**src/rtl/seg7_pkg.sv**
```systemverilog
// Shared definitions for the multiplexed 7-segment display slice.
// Holds segment patterns (bit0 = A ... bit6 = G, active-high), the digit
// slot indices used on the DIG lines, and the capture FSM state encoding.
package seg7_pkg;

  localparam logic [6:0] SEG_BLANK = 7'h00;
  localparam logic [6:0] SEG_0     = 7'h3F;
  localparam logic [6:0] SEG_1     = 7'h06;
  localparam logic [6:0] SEG_2     = 7'h5B;
  localparam logic [6:0] SEG_3     = 7'h4F;
  localparam logic [6:0] SEG_4     = 7'h66;
  localparam logic [6:0] SEG_5     = 7'h6D;
  localparam logic [6:0] SEG_6     = 7'h7D;
  localparam logic [6:0] SEG_6_ALT = 7'h7C;
  localparam logic [6:0] SEG_7     = 7'h07;
  localparam logic [6:0] SEG_7_ALT = 7'h27;
  localparam logic [6:0] SEG_8     = 7'h7F;
  localparam logic [6:0] SEG_9     = 7'h6F;
  localparam logic [6:0] SEG_9_ALT = 7'h67;

  localparam logic [1:0] DIG_S_ONES = 2'd0;
  localparam logic [1:0] DIG_S_TENS = 2'd1;
  localparam logic [1:0] DIG_M_ONES = 2'd2;
  localparam logic [1:0] DIG_M_TENS = 2'd3;

  typedef enum logic [1:0] {
    WAIT,
    SETTLE,
    HELD
  } captureState_e;

endpackage

```
**src/rtl/seg7_to_bcd.sv**
```systemverilog
// Combinational segment-pattern to BCD decoder.
// Ports:
//   pattern - 7-bit segment pattern, bit0 = A ... bit6 = G
//   value   - decoded BCD digit (0 when the pattern is not recognised)
//   valid   - high when pattern is one of the accepted digit shapes
// A blank pattern decodes as 0 so that leading-zero blanking still reads back.
module seg7_to_bcd
  import seg7_pkg::*;
(
  input  logic [6:0] pattern,
  output logic [3:0] value,
  output logic       valid
);

  always_comb begin
    value = 4'd0;
    valid = 1'b1;
    case (pattern)
      SEG_0, SEG_BLANK:   value = 4'd0;
      SEG_1:              value = 4'd1;
      SEG_2:              value = 4'd2;
      SEG_3:              value = 4'd3;
      SEG_4:              value = 4'd4;
      SEG_5:              value = 4'd5;
      SEG_6, SEG_6_ALT:   value = 4'd6;
      SEG_7, SEG_7_ALT:   value = 4'd7;
      SEG_8:              value = 4'd8;
      SEG_9, SEG_9_ALT:   value = 4'd9;
      default:            valid = 1'b0;
    endcase
  end

endmodule

```
**src/rtl/mux_display_capture.sv**
```systemverilog
// Receiving end of the multiplexed 7-segment display interface.
// Synchronizes the segment lines and digit index, waits for each digit slot
// to sit still for STABLE_CYCLES samples, decodes it and assembles a full
// minutes:seconds frame once every slot has been seen.
// Ports:
//   CLK, RST     - clock, asynchronous active-low reset
//   A..G         - segment lines (active-high), asynchronous
//   DIG          - digit slot index, asynchronous
//   S_ONES..M_TENS - captured BCD digits, held between frames
//   FRAME_VALID  - one-cycle pulse when the four digits update together
//   DIGIT_ERR    - one-cycle pulse on a stable but undecodable pattern
//   LOCKED       - set by a complete frame, cleared by the timeout
module mux_display_capture
  import seg7_pkg::*;
#(
  parameter int STABLE_CYCLES  = 4,
  parameter int TIMEOUT_CYCLES = 65536,
  parameter int SYNC_STAGES    = 2
) (
  input  logic       CLK,
  input  logic       RST,
  input  logic       A,
  input  logic       B,
  input  logic       C,
  input  logic       D,
  input  logic       E,
  input  logic       F,
  input  logic       G,
  input  logic [1:0] DIG,
  output logic [3:0] S_ONES,
  output logic [3:0] S_TENS,
  output logic [3:0] M_ONES,
  output logic [3:0] M_TENS,
  output logic       FRAME_VALID,
  output logic       DIGIT_ERR,
  output logic       LOCKED
);

  localparam int CW = $clog2(STABLE_CYCLES) + 1;
  localparam int TW = $clog2(TIMEOUT_CYCLES) + 1;
  localparam logic [CW-1:0] STABLE_MAX   = CW'(STABLE_CYCLES);
  localparam logic [TW-1:0] TIMEOUT_MAX  = TW'(TIMEOUT_CYCLES);
  localparam logic [TW-1:0] TIMEOUT_LAST = TW'(TIMEOUT_CYCLES - 1);

  logic [1:0]    rstPipe;
  logic          rstN;
  logic [8:0]    pinBus;
  logic [8:0]    syncPipe [SYNC_STAGES];
  logic [8:0]    s;
  logic [8:0]    sPrev;
  logic          sChanged;
  logic [CW-1:0] cntReg;
  logic [CW-1:0] cnt;
  captureState_e state, nextState;
  logic          accept;
  logic [3:0]    decValue;
  logic          decValid;
  logic          validAccept;
  logic          invalidAccept;
  logic [1:0]    sDig;
  logic [3:0]    mask;
  logic [3:0]    maskNext;
  logic [3:0]    shadow [4];
  logic [TW-1:0] toCnt;
  logic          expire;
  logic          frameDone;

  // Reset asserts immediately but releases on a clock edge, so no flop
  // leaves reset in a different cycle from its neighbours.
  always_ff @(posedge CLK or negedge RST) begin
    if (!RST) rstPipe <= 2'b00;
    else      rstPipe <= {rstPipe[0], 1'b1};
  end

  assign rstN   = rstPipe[1];
  assign pinBus = {DIG, G, F, E, D, C, B, A};

  // Input synchronizer; the last stage is the sample the rest of the
  // design works on.
  always_ff @(posedge CLK or negedge rstN) begin
    if (!rstN) begin
      for (int i = 0; i < SYNC_STAGES; i++) syncPipe[i] <= '0;
    end else begin
      syncPipe[0] <= pinBus;
      for (int i = 1; i < SYNC_STAGES; i++) syncPipe[i] <= syncPipe[i-1];
    end
  end

  assign s        = syncPipe[SYNC_STAGES-1];
  assign sChanged = (s != sPrev);
  assign sDig     = s[8:7];

  // cnt is the length of the current run of identical samples including
  // this cycle's; cntReg remembers it for the next cycle.
  always_comb begin
    if (sChanged)                cnt = CW'(1);
    else if (cntReg < STABLE_MAX) cnt = cntReg + CW'(1);
    else                         cnt = cntReg;
  end

  always_ff @(posedge CLK or negedge rstN) begin
    if (!rstN) begin
      sPrev  <= '0;
      cntReg <= '0;
      state  <= WAIT;
    end else begin
      sPrev  <= s;
      cntReg <= cnt;
      state  <= nextState;
    end
  end

  // Debounce FSM: one accept per stable run; any change re-arms it.
  always_comb begin
    nextState = state;
    accept    = 1'b0;
    unique case (state)
      WAIT: begin
        if (sChanged) nextState = SETTLE;
      end
      SETTLE: begin
        if (cnt == STABLE_MAX) begin
          accept    = 1'b1;
          nextState = HELD;
        end
      end
      HELD: begin
        if (sChanged) nextState = SETTLE;
      end
      default: nextState = WAIT;
    endcase
  end

  seg7_to_bcd decoder (
    .pattern(s[6:0]),
    .value  (decValue),
    .valid  (decValid)
  );

  assign validAccept   = accept & decValid;
  assign invalidAccept = accept & ~decValid;
  assign frameDone     = (mask == 4'hF);

  // A valid accept clears the counter in the same cycle, so it always beats
  // an expiring timeout and can still complete the frame.
  assign expire = !validAccept && (toCnt == TIMEOUT_LAST);

  // A completed frame or a timeout empties the mask, but a digit accepted
  // in that same cycle still lands in the fresh mask.
  always_comb begin
    maskNext = mask;
    if (frameDone || expire) maskNext = 4'h0;
    if (validAccept) maskNext[sDig] = 1'b1;
  end

  always_ff @(posedge CLK or negedge rstN) begin
    if (!rstN) begin
      mask        <= 4'h0;
      toCnt       <= '0;
      for (int i = 0; i < 4; i++) shadow[i] <= 4'd0;
      S_ONES      <= 4'd0;
      S_TENS      <= 4'd0;
      M_ONES      <= 4'd0;
      M_TENS      <= 4'd0;
      FRAME_VALID <= 1'b0;
      DIGIT_ERR   <= 1'b0;
      LOCKED      <= 1'b0;
    end else begin
      mask        <= maskNext;
      FRAME_VALID <= frameDone;
      DIGIT_ERR   <= invalidAccept;
      if (validAccept)              toCnt <= '0;
      else if (toCnt < TIMEOUT_MAX) toCnt <= toCnt + TW'(1);
      if (validAccept) shadow[sDig] <= decValue;
      if (frameDone) begin
        S_ONES <= shadow[DIG_S_ONES];
        S_TENS <= shadow[DIG_S_TENS];
        M_ONES <= shadow[DIG_M_ONES];
        M_TENS <= shadow[DIG_M_TENS];
        LOCKED <= 1'b1;
      end else if (expire) begin
        LOCKED <= 1'b0;
      end
    end
  end

endmodule

```
**config.mk**
```make
export PLATFORM = sky130hd
export DESIGN_NAME = mux_display_capture
export DESIGN_NICKNAME = d
export VERILOG_FILES = /design/src/rtl/seg7_pkg.sv /design/src/rtl/seg7_to_bcd.sv /design/src/rtl/mux_display_capture.sv
export SDC_FILE = /design/constraint.sdc
export NUM_CORES = 1
export LEC_CHECK = 0
export ABC_AREA = 1
export CORE_ASPECT_RATIO = 0.8
export CORE_UTILIZATION = 35
export DETAILED_ROUTE_END_ITERATION = 8
export MAX_ROUTING_LAYER = met4
export PLACE_DENSITY = 0.61
export SLEW_MARGIN = 20
export SYNTH_ARGS = -nofsm -noshare
export SYNTH_HDL_FRONTEND = slang
export SYNTH_SLANG_ARGS = --single-unit
```
**constraint.sdc**
```tcl
create_clock -name CLK -period 3.8 [get_ports CLK]
set_input_delay 0.38 -clock CLK [delete_from_list [all_inputs] [get_ports CLK]]
set_output_delay 0.38 -clock CLK [all_outputs]
set_load 0.01 [all_outputs]
```
==> results by group <==
CTS
  • Root Buffer: clkbuf_16
  • Worst skew pair latency: 0.34 ns
  • Number of post-CTS setup repair buffers: 0
  • Worst-path clk slew: 0.06 ns
  • Cts hold-fix bufs: 0
  • CTS Buffer Depth: 2
  • H-tree depth: 3
  • Number of buffers created by CTS: 9
  • PostCTS Resize Cnt: 0
  • Clock sink count: 90
  • CTS tree: done

Synthesis
  • Top cell type by total area after synthesis: dfrtp_1
  • Net Count, Synth: 444
  • Simple-Gate Fraction of Synth Area: 29.4%
  • Yosys reg bits: 90
  • Post-synthesis mux area share: 0%
  • Share of the synthesized area in the top cell type: 59.8%
  • Post-Synth Adder-Cell Area: 0.996%
  • Post-synthesis sequential area ratio: 59.8%
  • Top cells by area, synth: dfrtp_1 60%, nand2_1 16%, inv_1 4.4%
  • Post-synthesis compound-gate area fraction: 1.46%
  • Synth unique cells: 30
  • Xor-xnor portion of the synthesized cell area: 2.32%
  • Gate Count Post-Synth: 430
  • Largest family of logic cells by synthesized area: simple AND/OR/NAND/NOR gates
  • Mapped Area: 0.00377 mm^2
  • Syn Area/Cell: 8.76 um^2
  • Synth warn: 0

Cells and area
  • # fillers: 1,031
  • Area Growth Syn to Fin: 21.0%
  • Layout cells sized above 1: 6.40%
  • Seq. cell area: 0.00226 mm^2
  • Post-Layout Cell Count: 609
  • Post-route cell area: 0.00456 mm^2
  • Diodes inserted: 0
  • Fin nets: 478
  • Commonest non-fill, non-tap cells in the layout: 159 x nand2_1, 89 x dfrtp_1, 44 x inv_1
  • Commonest non-fill, non-tap cell in the layout: nand2_1
  • Multi-input combinational cell area: 0.00129 mm^2

Floorplanning
  • Die Width: 118 um
  • Die height: 94.8 um
  • Total I/O pin count: 30
  • Floorplan Core Area: 0.0104 mm^2
  • Die footprint: 0.0112 mm^2
  • Starting Density: 36.4%
  • Num rows: 33

STA
  • Pins Over Slew Limit: 0
  • Max-slew headroom: 41.9%
  • Final hold violations: 0
  • FMAX: 425 MHz
  • Least-Margin Pin Slew: 0.868 ns
  • RSZ-0062 raised after global routing: no
  • Clock Skew: 0.00484 ns
  • Setup tns final: 0 ns
  • Period utilization: 62.0%
  • Hold Slack: 0.200 ns
  • Setup Viol. Count Final: 0
  • Final min period: 2.35 ns

Setup path
  • Kind of cell adding the most delay to the critical path: simple AND/OR/NAND/NOR gates
  • CP Buf/Inv Count: 1
  • CP required: 4.03 ns
  • Worst setup EP type: flip-flop
  • WS Path Type: reg -> reg
  • Critical path, cell by cell: inv_1 -> nand2_1 -> nand2_1 -> nor2_1 -> nand3_1 -> nor2_2 -> nand4_2 -> nor2_4 -> nand2_1 -> nand2_1 -> nand2_1
  • Max FO, Critical Path: 25
  • R2r startpoint: s[7]$_DFF_PN0_
  • FF-to-FF path depth: 11
  • Most frequent CP cell: nand2_1
  • Slowest CP cell: dfrtp_1
  • Setup crit start kind: flip-flop
  • Max incr delay on CP: 0.61 ns
  • Worst endpoint data arrival time: 2.58 ns
  • R2r setup slk: 1.45 ns
  • Worst r2r dst: shadow[5]$_DFFE_PN0P_

Power and ir drop
  • Power per cell area: 450 mW/mm^2
  • Tot Pwr: 0.00205 W
  • Worst vdd ir: 0.237 mV
  • Leakage power: 2.38 nW

Place
  • Gpl congestion: 0.841
  • Port bufs: 29
  • Post-Place Cells: 592
  • DP HPWL: 4780 um
  • Placed inst area: 0.00420 mm^2

Route
  • Post-route DRC violation count: 0
  • Remaining antenna violation count: 0
  • Routed WL: 7020 um
  • DRT iter0 DRCs: 149
  • Drt pass-1 iters: 5
  • Via Count: 2,760
  • Wirelength per Cell: 11.5 um
  • Via/cell ratio: 4.53

GRT
  • First-pass GRT wire length: 12,500 um
  • Vias in the first global route: 2,789
  • Largest net degree at the start of global routing: 89
  • Total gr overflow: 0
  • Initial antenna violation count: 0
  • Gr usage total: 14.8%

Run status
  • Run status: finished clean

Run
  • Max Cap Viol: 0

Min path
  • Min-Delay Path Class: in -> async
[registers in the layout (all words and copies together) (netlist names)]
name and flops:
toCnt 17, shadow 16, sPrev 9, s 9
syncPipe 9, M_ONES 4, M_TENS 4, S_ONES 4
S_TENS 4, mask 4, cntReg 3, rstPipe 2
state 2, DIGIT_ERR 1, FRAME_VALID 1, LOCKED 1
[power breakdown]
group | internal (W) | switching [W] | total (W) | leakage (nW)
logic | 0.0000237 | 0.0000362 | 0.0000600 | 1.05
registers | 0.000974 | 0.0000241 | 0.000998 | 1.17
clock network | 0.000642 | 0.000351 | 0.000993 | 0.160
total | 0.00164 | 0.000412 | 0.00205 | 2.38
[cells in the mapped netlist]
master,instances
or2_2,1
o22ai_1,1
buf_2,2
nor3b_1,2
buf_1,1
nand4_2,1
a41oi_1,1
ha_1,3
nand2_2,1
nand3_1,21
buf_4,1
nor2_2,5
a21oi_1,6
xor2_1,7
clkbuf_1,2
clkinv_1,1
nor3_1,8
nor2_1,41
dfrtp_1,90
buf_6,1
inv_1,44
nand3_2,1
nor2_4,1
xnor2_1,3
nand2_1,159
o21ai_0,2
inv_2,4
conb_1,1
and2_1,1
nand4_1,18
[kinds of logic (layout without fill, tap and decap cells)]
| kind of cell | count (synthesis) | in the layout |
|---|---|---|
| and+or+nand+nor | 260 | 260 |
| buffers and inverters | 56 | 95 |
| other | 1 | 1 |
| AOI/OAI and AO/OA | 10 | 10 |
| adders and majority gates | 3 | 3 |
| DFF | 90 | 90 |
| xor gates and xnor gates | 10 | 10 |
[worst max path at each step]
stage / cells past startpoint / from / slack (ns) / to
finish: 11 / s[7]$_DFF_PN0_ / 1.45 / shadow[5]$_DFFE_PN0P_
CTS: 11 / s[7]$_DFF_PN0_ / 1.43 / shadow[5]$_DFFE_PN0P_
global placement: 11 / s[7]$_DFF_PN0_ / 1.55 / shadow[5]$_DFFE_PN0P_
global route: 11 / s[7]$_DFF_PN0_ / 1.15 / shadow[13]$_DFFE_PN0P_
floorplan: 0 / rstPipe[1]$_DFF_PN0_ / 1.11 / DIGIT_ERR$_DFF_PN0_
detailed placement: 11 / s[7]$_DFF_PN0_ / 1.46 / shadow[5]$_DFFE_PN0P_
[metrics by stage]
step | setup slack [ns] | util (%)
2_1_floorplan | 1.11 | -
3_3_place_gp | 1.55 | 40.5
3_5_place_dp | 1.46 | 40.5
4_1_cts | 1.43 | 43.7
5_1_grt | 1.15 | 44.0
6_report | 1.45 | 44.0
[routing by layer]
metal | up-vias | routed length, um | global-route usage [%]
met4 | 0 | 98 | 3.74
met1 | 1290 | 3440 | 18.1
met3 | 8 | 262 | 5.13
met5 | - | 0 | -
met2 | 51 | 3220 | 23.6
li1 | 1411 | - | -
[final cells by class]
| type | count | area share, % |
|---|---|---|
| tap | 140 | 3.84 |
| timing repair buffer | 30 | 6.97 |
| clock buffer | 11 | 5.10 |
| multi-input combinational | 284 | 28.3 |
| clock inverter | 5 | 2.25 |
| sequential | 90 | 49.5 |
| inverter | 49 | 4.03 |
[worst register-to-register path: stages (launching register included)]
cell and delay, ns:
dfrtp_1 0.61, inv_1 0.08, nand2_1 0.06, nand2_1 0.06, nor2_1 0.09, nand3_1 0.09, nor2_2 0.21, nand4_2 0.17
nor2_4 0.47, nand2_1 0.23, nand2_1 0.12, nand2_1 0.06
(Power assumes the default switching activity.)
